--- config.mk ---
export PLATFORM = sky130hd
export DESIGN_NAME = rca_seq_adder64_flat
export DESIGN_NICKNAME = d
export VERILOG_FILES = /design/src/rtl/rca_pkg.sv /design/src/rtl/rca_seq_adder64_if.sv /design/src/rtl/rca_slice.sv /design/src/rtl/rca_seq_adder64.sv /design/src/flat_wrapper.sv
export SDC_FILE = /design/constraint.sdc
export NUM_CORES = 1
export LEC_CHECK = 0
export CORE_ASPECT_RATIO = 0.9
export CORE_MARGIN = 5
export CORE_UTILIZATION = 40
export DETAILED_ROUTE_END_ITERATION = 10
export PLACE_DENSITY = 0.7
export SLEW_MARGIN = 25
export SYNTH_ARGS = -nofsm -noshare
export SYNTH_HDL_FRONTEND = slang
export SYNTH_SLANG_ARGS = --single-unit
export TNS_END_PERCENT = 50
--- constraint.sdc ---
create_clock -name clk -period 20.3 [get_ports clk]
set_input_delay 3.045 -clock clk [delete_from_list [all_inputs] [get_ports clk]]
set_output_delay 3.045 -clock clk [all_outputs]
set_load 0.005 [all_outputs]
--- src/rtl/rca_pkg.sv ---
// Shared types and constants for the nibble-serial ripple-carry adder.
package rca_pkg;

  localparam int DEF_WIDTH = 64;
  localparam int DEF_SLICE = 4;

  // Controller states: wait for operands, add one slice per cycle, hold result.
  typedef enum logic [1:0] {
    IDLE = 2'd0,
    RUN  = 2'd1,
    DONE = 2'd2
  } state_e;

  // Number of compute cycles needed to cover the full operand width.
  function automatic int calc_nstep(input int width, input int slice);
    return width / slice;
  endfunction

  // Width of the step counter; never below one bit so a single-step
  // configuration still has a legal vector.
  function automatic int calc_step_w(input int width, input int slice);
    int n;
    n = width / slice;
    if (n > 1) return $clog2(n);
    return 1;
  endfunction

endpackage

--- src/rtl/rca_seq_adder64_if.sv ---
// Operand and result channels of the serial adder.
//
// Handshake: a transfer happens on a rising clk edge where valid and ready
// are both 1. The source holds valid and its payload stable until that edge;
// the sink may raise or drop ready at any time. in_* carries operands into
// the adder, out_* carries the result out of it. dbg_state mirrors the
// controller state for observation only.
interface rca_seq_adder64_if import rca_pkg::*; #(
  parameter int WIDTH = DEF_WIDTH
);

  logic             in_valid;
  logic             in_ready;
  logic [WIDTH-1:0] a;
  logic [WIDTH-1:0] b;
  logic             c_in;

  logic             out_valid;
  logic             out_ready;
  logic [WIDTH-1:0] sum;
  logic             c_out;
  logic             ovf;

  state_e           dbg_state;

  // Requester side: supplies operands and consumes results.
  modport master (
    output in_valid, a, b, c_in, out_ready,
    input  in_ready, out_valid, sum, c_out, ovf, dbg_state
  );

  // Adder side.
  modport slave (
    input  in_valid, a, b, c_in, out_ready,
    output in_ready, out_valid, sum, c_out, ovf, dbg_state
  );

endinterface

--- src/rtl/rca_slice.sv ---
// Purely combinational W-bit ripple-carry adder slice: {co,s} = a + b + ci.
module rca_slice #(
  parameter int W = 4
) (
  input  logic [W-1:0] a_i,
  input  logic [W-1:0] b_i,
  input  logic         ci_i,
  output logic [W-1:0] s_o,
  output logic         co_o
);

  logic [W:0] total;

  // Zero-extend every term to W+1 bits so the carry lands in the top bit.
  assign total = {1'b0, a_i} + {1'b0, b_i} + {{W{1'b0}}, ci_i};
  assign s_o   = total[W-1:0];
  assign co_o  = total[W];

endmodule

--- src/rtl/rca_seq_adder64.sv ---
// Multi-cycle WIDTH-bit adder built from one SLICE-bit ripple-carry slice.
// Operands are latched on accept, then one slice is added per clock, LSB
// slice first, with the carry chained through carry_q. The result is held
// on the output channel until the consumer takes it.
module rca_seq_adder64 import rca_pkg::*; #(
  parameter int WIDTH = DEF_WIDTH,
  parameter int SLICE = DEF_SLICE
) (
  input logic              clk,
  input logic              rst,
  rca_seq_adder64_if.slave bus
);

  localparam int NSTEP  = calc_nstep(WIDTH, SLICE);
  localparam int STEP_W = calc_step_w(WIDTH, SLICE);
  localparam logic [STEP_W-1:0] LAST_STEP = STEP_W'(NSTEP - 1);

  // A width that the slice does not divide would leave a ragged top slice.
  if (WIDTH % SLICE != 0) begin : g_bad_width
    $fatal(1, "rca_seq_adder64: WIDTH must be a multiple of SLICE");
  end

  state_e            state_q;
  logic [STEP_W-1:0] step_q;
  logic [STEP_W-1:0] step_d;
  logic [WIDTH-1:0]  op_a_q;
  logic [WIDTH-1:0]  op_b_q;
  logic              carry_q;
  logic [WIDTH-1:0]  sum_q;
  logic              c_out_q;
  logic              ovf_q;
  logic              ovf_d;
  logic              in_ready_q;
  logic              out_valid_q;

  logic [SLICE-1:0]  slice_a;
  logic [SLICE-1:0]  slice_b;
  logic [SLICE-1:0]  slice_s;
  logic              slice_co;

  // Select the operand slice addressed by the current step.
  assign slice_a = op_a_q[int'(step_q) * SLICE +: SLICE];
  assign slice_b = op_b_q[int'(step_q) * SLICE +: SLICE];

  rca_slice #(
    .W (SLICE)
  ) u_slice (
    .a_i  (slice_a),
    .b_i  (slice_b),
    .ci_i (carry_q),
    .s_o  (slice_s),
    .co_o (slice_co)
  );

  assign step_d = step_q + 1'b1;

  // Signed overflow: like-signed operands whose sum sign differs. The top
  // bit of the sum is produced by the last slice, so use it directly.
  assign ovf_d = (op_a_q[WIDTH-1] ~^ op_b_q[WIDTH-1]) &
                 (slice_s[SLICE-1] ^ op_a_q[WIDTH-1]);

  // Controller, step counter and datapath registers.
  always_ff @(posedge clk or posedge rst) begin
    if (rst) begin
      state_q     <= IDLE;
      step_q      <= '0;
      op_a_q      <= '0;
      op_b_q      <= '0;
      carry_q     <= 1'b0;
      sum_q       <= '0;
      c_out_q     <= 1'b0;
      ovf_q       <= 1'b0;
      in_ready_q  <= 1'b1;
      out_valid_q <= 1'b0;
    end else begin
      case (state_q)
        IDLE: begin
          if (bus.in_valid && in_ready_q) begin
            op_a_q     <= bus.a;
            op_b_q     <= bus.b;
            carry_q    <= bus.c_in;
            step_q     <= '0;
            // Clear the previous result so no stale bits show mid-run.
            sum_q      <= '0;
            c_out_q    <= 1'b0;
            ovf_q      <= 1'b0;
            in_ready_q <= 1'b0;
            state_q    <= RUN;
          end
        end

        RUN: begin
          sum_q[int'(step_q) * SLICE +: SLICE] <= slice_s;
          carry_q <= slice_co;
          step_q  <= step_d;
          if (step_q == LAST_STEP) begin
            c_out_q     <= slice_co;
            ovf_q       <= ovf_d;
            step_q      <= '0;
            out_valid_q <= 1'b1;
            state_q     <= DONE;
          end
        end

        DONE: begin
          // Result, carry and overflow hold until the consumer takes them.
          if (bus.out_ready) begin
            out_valid_q <= 1'b0;
            in_ready_q  <= 1'b1;
            state_q     <= IDLE;
          end
        end

        default: begin
          out_valid_q <= 1'b0;
          in_ready_q  <= 1'b1;
          state_q     <= IDLE;
        end
      endcase
    end
  end

  assign bus.in_ready  = in_ready_q;
  assign bus.out_valid = out_valid_q;
  assign bus.sum       = sum_q;
  assign bus.c_out     = c_out_q;
  assign bus.ovf       = ovf_q;
  assign bus.dbg_state = state_q;

endmodule

--- src/flat_wrapper.sv ---
// flat-port wrapper written by rule: the top's interface ports become plain ports
module rca_seq_adder64_flat import rca_pkg::*;
#(
  parameter int WIDTH = DEF_WIDTH,
  parameter int SLICE = DEF_SLICE
)
  (clk, rst, bus_in_valid, bus_a, bus_b, bus_c_in, bus_out_ready, bus_in_ready, bus_out_valid, bus_sum, bus_c_out, bus_ovf, bus_dbg_state);
  rca_seq_adder64_if #(.WIDTH(WIDTH)) bus_i ();
  input logic clk;
  input logic rst;
  input wire logic [$bits(bus_i.in_valid)-1:0] bus_in_valid;
  input wire logic [$bits(bus_i.a)-1:0] bus_a;
  input wire logic [$bits(bus_i.b)-1:0] bus_b;
  input wire logic [$bits(bus_i.c_in)-1:0] bus_c_in;
  input wire logic [$bits(bus_i.out_ready)-1:0] bus_out_ready;
  output wire logic [$bits(bus_i.in_ready)-1:0] bus_in_ready;
  output wire logic [$bits(bus_i.out_valid)-1:0] bus_out_valid;
  output wire logic [$bits(bus_i.sum)-1:0] bus_sum;
  output wire logic [$bits(bus_i.c_out)-1:0] bus_c_out;
  output wire logic [$bits(bus_i.ovf)-1:0] bus_ovf;
  output wire logic [$bits(bus_i.dbg_state)-1:0] bus_dbg_state;
  assign bus_i.in_valid = bus_in_valid;
  assign bus_i.a = bus_a;
  assign bus_i.b = bus_b;
  assign bus_i.c_in = bus_c_in;
  assign bus_i.out_ready = bus_out_ready;
  assign bus_in_ready = bus_i.in_ready;
  assign bus_out_valid = bus_i.out_valid;
  assign bus_sum = bus_i.sum;
  assign bus_c_out = bus_i.c_out;
  assign bus_ovf = bus_i.ovf;
  assign bus_dbg_state = bus_i.dbg_state;
  rca_seq_adder64 #(.WIDTH(WIDTH), .SLICE(SLICE)) u_core (.clk(clk), .rst(rst), .bus(bus_i));
endmodule
== Yosys cells after proc, flatten, opt, wreduce, memory -nomap -nowiden ==
Cells that the tools add are included.
Storage, ports and cells
  output and inout port bits: 70
  register bits: 203
  input bits: 133
Cells by class
  add/sub/neg operators: 4
  shift operators: 4
  multiplexer cells: 22
  eq/ne operators: 6
  reductions and logical operators: 9
  bitwise logic cells: 5
Operators by type and width (count)
  64-bit case mux with 2 select lines: 1
  64-bit by 7-bit variable part select with 4-bit output: 2
  64-bit bitwise mux: 1
  64-bit 2-to-1 mux: 1
  4-bit by 33-bit variable shift with 64-bit output, first input constant: 1
  4-bit by 33-bit variable part select with 64-bit output: 1
  6-bit negator with 33-bit output: 1
  3-bit AND reduction: 4
  4-bit 2-to-1 mux: 2
  4-bit case mux with 2 select lines: 1
  1-bit 2-to-1 mux: 7
  2-bit 2-to-1 mux: 3
  1-bit case mux with 2 select lines: 3
  1-bit case mux with 3 select lines: 2
  2-bit case mux with 3 select lines: 1
  4-bit by 4-bit adder with 5-bit output: 1
  5-bit by 1-bit adder with 5-bit output: 1
  4-bit by 1-bit adder with 4-bit output, second input constant: 1
  4-bit equality test, second input constant: 1
  2-bit by 1-bit != test with 1-bit output, second input constant: 2
  2-bit AND reduction: 2
  2-bit by 1-bit equality test with 1-bit output, second input constant: 1
  2-bit equality test, second input constant: 1
  2-bit zero test: 1
  other kinds (7): 8

== Logic depth before layout (Yosys ltp) ==
  word-level depth: 7
  mapped depth: 14
  mapped depth without buffers: 11

== Hierarchy ==
From an unflattened synthesis, not the netlist that was laid out.
Unflattened totals
  cell total of the unflattened synthesis: 995
  area, all modules: 9419.0 µm²
By module, submodules not included
  rca_seq_adder64: cells an instance 979, instances 1, area an instance 9275.1 µm²
  rca_slice: cells an instance 16, instances 1, area an instance 143.9 µm²

== Worst setup path before layout ==
No wires, ideal clock.
  kind: input to register
  start point: in bus_in_valid
  end point: reg u_core.sum_q[10], in the netlist u_core.bus.sum[10]
  path buffers: 3
  path slack: 16.162 ns
  required time: 20.170 ns
  arrival: 4.008 ns
  cell stages on the path: 7
  cells stage by stage: nand2b_1 > or3b_1 > buf_2 > buf_6 > buf_2 > nand3_1 > o21ai_1
Between the ends
  longest elaborated chain between the ends: 3
RTL lines
  start: declaration: line flat_wrapper.sv:11  | input wire logic [$bits(bus_i.in_valid)-1:0] bus_in_valid;
  1-bit logical AND: line rca_seq_adder64.sv:78  | if (bus.in_valid && in_ready_q) begin
  2-bit by 1-bit != test with 1-bit output (no line)
  2-bit AND reduction (no line)
  end signal: indexed assignment: line rca_seq_adder64.sv:93  | sum_q[int'(step_q) * SLICE +: SLICE] <= slice_s;
  end: declaration: line rca_seq_adder64.sv:29  | logic [WIDTH-1:0] sum_q;
No other way between the ends.
A chain may end at the register's enable or synchronous reset.

== Worst setup path in the final report ==
  start point: in bus_in_valid
  end point: reg u_core.sum_q[30], in the netlist u_core.bus.sum[30]
Same word-level chain as after synthesis.

==> impl_results.html <==
<table>
<tr><th>Metric</th><th>Value</th></tr>
<tr><th colspan="2">Outcome</th></tr>
<tr><td>Status</td><td>complete, no violations</td></tr>
<tr><th colspan="2">Clock tree</th></tr>
<tr><td>CTS root buf</td><td>sky130_fd_sc_hd__clkbuf_16</td></tr>
<tr><td>PostCTS Resize Cnt</td><td>0</td></tr>
<tr><td>H-Tree Level Count</td><td>1</td></tr>
<tr><td>Count of hold buffers inserted by post-cts repair</td><td>0</td></tr>
<tr><td>Source-to-sink clock delay at the later pin of the worst-skew pair</td><td>0.50 ns</td></tr>
<tr><td>Post-CTS setup repair buffer count</td><td>0</td></tr>
<tr><td>CTS clock-pin slew for the worst setup and hold paths</td><td>0.06 ns</td></tr>
<tr><td>Num Clock Sinks</td><td>203</td></tr>
<tr><td>Number of buffers on the longest clock path</td><td>3</td></tr>
<tr><td>CTS Buf Count</td><td>23</td></tr>
<tr><td>TritonCTS clock tree</td><td>yes</td></tr>
<tr><th colspan="2">Die</th></tr>
<tr><td>Initial core utilization</td><td>40.3%</td></tr>
<tr><td>Core region area</td><td>23200 um2</td></tr>
<tr><td>Die height</td><td>155 um</td></tr>
<tr><td>Number of cell rows</td><td>53</td></tr>
<tr><td>Full die area</td><td>26600 um2</td></tr>
<tr><td>Number of ports placed on the die boundary</td><td>203</td></tr>
<tr><td>Die Width</td><td>171 um</td></tr>
<tr><th colspan="2">STA</th></tr>
<tr><td>Total setup violations reported at the end of the flow</td><td>0</td></tr>
<tr><td>Hold violation total from the final report</td><td>0</td></tr>
<tr><td>Setup tns final</td><td>0 ns</td></tr>
<tr><td>Minimum period implied by the final worst setup slack</td><td>5.05 ns</td></tr>
<tr><td>Smallest setup slack after layout</td><td>15.25 ns</td></tr>
<tr><td>RSZ-0062 raised after global routing</td><td>false</td></tr>
<tr><td>F_max</td><td>198 MHz</td></tr>
<tr><td>Worst-case clock skew</td><td>0.0108 ns</td></tr>
<tr><td>Final number of max-transition violations</td><td>0</td></tr>
<tr><td>Tcrit/Tclk final</td><td>24.9%</td></tr>
<tr><td>Normalized max-slew margin</td><td>34.3%</td></tr>
<tr><td>Actual transition at the worst max-transition pin</td><td>0.975 ns</td></tr>
<tr><th colspan="2">Final layout</th></tr>
<tr><td>Final cell count without fillers</td><td>1481</td></tr>
<tr><td>Proportion of layout cells with a drive suffix above 1</td><td>6.45%</td></tr>
<tr><td>Sequential cell area in the final layout</td><td>5080 um2</td></tr>
<tr><td>Commonest non-fill, non-tap cells in the layout</td><td>sky130_fd_sc_hd__nand2_1 (445), sky130_fd_sc_hd__clkdlybuf4s50_1 (202), sky130_fd_sc_hd__dfrtp_1 (201)</td></tr>
<tr><td>Area delta synth-&gt;final</td><td>31.9%</td></tr>
<tr><td>Fin util</td><td>53.2%</td></tr>
<tr><td>Diode count</td><td>0</td></tr>
<tr><td>Count of nets after finishing</td><td>1307</td></tr>
<tr><td>Area used by multi-input combinational logic</td><td>3970 um2</td></tr>
<tr><td>Filler cell count in the final layout</td><td>2140</td></tr>
<tr><td>Most frequent standard cell in the layout excluding fill and tap cells</td><td>sky130_fd_sc_hd__nand2_1</td></tr>
<tr><th colspan="2">Logic synthesis</th></tr>
<tr><td>Netlist Area Pre-Place</td><td>9360 um2</td></tr>
<tr><td>Number of distinct standard cells referenced by the synthesized netlist</td><td>49</td></tr>
<tr><td>Synth Instances</td><td>984</td></tr>
<tr><td>Number of nets produced by synthesis</td><td>1128</td></tr>
<tr><td>Primary FF master, synth</td><td>sky130_fd_sc_hd__dfrtp_1</td></tr>
<tr><td>Synth top area share</td><td>54.0%</td></tr>
<tr><td>Largest cells by area after synthesis</td><td>sky130_fd_sc_hd__dfrtp_1 (54%), sky130_fd_sc_hd__nand2_1 (18%), sky130_fd_sc_hd__mux2i_1 (7.7%)</td></tr>
<tr><td>Proportion of register bits with asynchronous set or reset after synthesis</td><td>100%</td></tr>
<tr><td>Yosys reg bits</td><td>203</td></tr>
<tr><td>Portion of the post-synthesis area used by sequential elements</td><td>54.3%</td></tr>
<tr><td>Synthesized area per cell</td><td>9.52 um2</td></tr>
<tr><td>Ys Warns</td><td>0</td></tr>
<tr><td>Biggest area consumer among synthesized cells</td><td>sky130_fd_sc_hd__dfrtp_1</td></tr>
<tr><td>EDFF count, synth</td><td>0</td></tr>
<tr><th colspan="2">Route</th></tr>
<tr><td>Final wirelength</td><td>25200 um</td></tr>
<tr><td>Via Count</td><td>7487</td></tr>
<tr><td>Remaining design rule violation count</td><td>0</td></tr>
<tr><td>1st-iter DRT viols</td><td>694</td></tr>
<tr><td>Via density per instance</td><td>5.06</td></tr>
<tr><td>Pre-antenna DRT Iters</td><td>5</td></tr>
<tr><td>Per-cell routed wire length</td><td>17.0 um</td></tr>
<tr><td>Antenna Nets Post-Route</td><td>0</td></tr>
<tr><th colspan="2">Critical path</th></tr>
<tr><td>Critical Path Start</td><td>bus_in_valid</td></tr>
<tr><td>Crit path capture type</td><td>flip-flop</td></tr>
<tr><td>Combined buffer and inverter count along the critical path</td><td>3</td></tr>
<tr><td>R2R Setup Slk</td><td>15.67 ns</td></tr>
<tr><td>Required time of the worst setup path</td><td>20.72 ns</td></tr>
<tr><td>Worst flop-to-flop path startpoint</td><td>u_core.step_q[0]</td></tr>
<tr><td>Cell type group with the largest total delay on the critical path</td><td>buffers and inverters</td></tr>
<tr><td>Highest cell delay on the worst timing path</td><td>0.69 ns</td></tr>
<tr><td>Depth of the worst register-to-register path</td><td>9</td></tr>
<tr><td>Critical path arrival</td><td>5.46 ns</td></tr>
<tr><td>Critical Path Start Type</td><td>input pin</td></tr>
<tr><td>Destination of the critical timing path</td><td>u_core.bus.sum[30]</td></tr>
<tr><td>Crit path max fanout</td><td>106</td></tr>
<tr><td>Max stage delay cell, worst path</td><td>sky130_fd_sc_hd__buf_6</td></tr>
<tr><td>Levels on crit path</td><td>7</td></tr>
<tr><td>Cells along the critical path</td><td>clkdlybuf4s50_1 -&gt; nand2b_1 -&gt; or3b_4 -&gt; buf_4 -&gt; buf_6 -&gt; nand2_1 -&gt; mux2i_1</td></tr>
<tr><td>Reg-to-reg critical path endpoint</td><td>u_core.bus.sum[23]</td></tr>
<tr><td>Critical path start-end classification</td><td>in2reg</td></tr>
<tr><th colspan="2">GRT</th></tr>
<tr><td>Antenna violations before repair</td><td>0</td></tr>
<tr><td>Wire length of the first global-routing pass</td><td>39700 um</td></tr>
<tr><td>Vias in the first global route</td><td>7426</td></tr>
<tr><td>Grt total ovfl</td><td>0</td></tr>
<tr><td>Global-route usage over all layers</td><td>18.5%</td></tr>
<tr><td>Pin count of the biggest net entering global routing</td><td>137</td></tr>
<tr><th colspan="2">Place</th></tr>
<tr><td>Port Buffer Count</td><td>202</td></tr>
<tr><td>DP Wirelength</td><td>17700 um</td></tr>
<tr><td>Setup WS pre-CTS</td><td>14.53 ns</td></tr>
<tr><td>Cell total after placement</td><td>1440</td></tr>
<tr><td>Routability Congestion</td><td>0.786</td></tr>
<tr><th colspan="2">Min path</th></tr>
<tr><td>Worst min-delay path class</td><td>reg2reg</td></tr>
<tr><th colspan="2">Power and ir drop</th></tr>
<tr><td>Leak Pwr</td><td>6.06 nW</td></tr>
<tr><td>Power consumption</td><td>2.02 mW</td></tr>
<tr><td>Highest ir drop seen on vdd</td><td>0.0865 mV</td></tr>
<tr><td>Pwr/cell area</td><td>163 nW/um2</td></tr>
<tr><th colspan="2">Run</th></tr>
<tr><td>Total of max-cap violations</td><td>0</td></tr>
</table>
[worst min-delay path by stage]
stage / start / endpoint / cells after the start
floorplan: u_core.op_a_q[24] / u_core.op_a_q[24] / 2
global placement: u_core.op_a_q[24] / u_core.op_a_q[24] / 2
detailed placement: u_core.op_a_q[56] / u_core.op_a_q[56] / 2
CTS: u_core.op_a_q[56] / u_core.op_a_q[56] / 2
global route: u_core.op_b_q[11] / u_core.op_b_q[11] / 2
finish: u_core.op_a_q[51] / u_core.op_a_q[51] / 2
[through the flow]
step,area (um2),hold slack (ns)
after floorplan,9360,0.440
after global placement,11600,0.453
after detailed placement,11600,0.459
after CTS,12300,0.474
after global routing,12300,0.487
final,12300,0.467
[synth_stat cells, types with 3 or more instances]
cell and n:
sky130_fd_sc_hd__buf_4 6, sky130_fd_sc_hd__a22oi_1 9, sky130_fd_sc_hd__o21ai_1 22, sky130_fd_sc_hd__nand2b_1 4
sky130_fd_sc_hd__mux2i_1 72, sky130_fd_sc_hd__a21oi_1 5, sky130_fd_sc_hd__mux4_2 16, sky130_fd_sc_hd__nand2_1 445
sky130_fd_sc_hd__o21ai_0 16, sky130_fd_sc_hd__nor2_1 18, sky130_fd_sc_hd__dfrtp_1 202, sky130_fd_sc_hd__nand4_1 7
sky130_fd_sc_hd__ha_1 9, sky130_fd_sc_hd__or3_1 3, sky130_fd_sc_hd__nand3_1 35, sky130_fd_sc_hd__inv_1 7
sky130_fd_sc_hd__a221oi_1 16, sky130_fd_sc_hd__buf_2 32, sky130_fd_sc_hd__buf_6 3, sky130_fd_sc_hd__clkbuf_1 15
sky130_fd_sc_hd__nor3_1 4
[layout make-up]
type | instances | share of cell area, %
tap | 302 | 3.06
sequential | 203 | 41.2
multi-input combinational | 716 | 32.2
inverter | 8 | 0.345
clock inverter | 9 | 0.790
timing repair buffer | 211 | 17.0
clock buffer | 32 | 5.50
[power by group]
group | internal (mW) | switching, mW
Sequential | 0.582 | 0.124
Clock | 0.258 | 0.165
Combinational | 0.399 | 0.490
[logic make-up after synthesis]
| family | count (synthesis) | share of synthesized area (%) |
|---|---|---|
| simple gates | 532 | 22.8 |
| compound gates | 82 | 5.85 |
| flops | 203 | 54.3 |
| xor+xnor | 3 | 0.361 |
| fa+ha+maj | 11 | 1.63 |
| buf+inv | 65 | 3.51 |
| mux | 88 | 11.5 |
[state kept, by name (all words and copies together), names as in the netlist]
signal / flops
u_core.bus.sum: 64
u_core.bus.dbg_state: 2
u_core.bus.ovf: 1
u_core.op_a_q: 64
u_core.step_q: 4
u_core.bus.c_out: 1
u_core.bus.in_ready: 1
u_core.bus.out_valid: 1
u_core.carry_q: 1
u_core.op_b_q: 64
[worst register-to-register path: cells and delay by family, from the launching register on]
family | cells | cell delay (ns)
AOI/OAI and AO/OA | 3 | 1.20
muxes | 2 | 0.91
DFF | 1 | 0.70
buffers and inverters | 1 | 0.66
and+or+nand+nor | 2 | 0.62
adders and majority gates | 1 | 0.47
[metal layers]
layer / share of wire [%] / track usage [%]
met1: 47 / 28.2
met4: 1.5 / 3.09
met3: 6.9 / 3.28
met2: 45 / 28.3
met5: 0 / 0
Power figures use the tool's default switching activity.
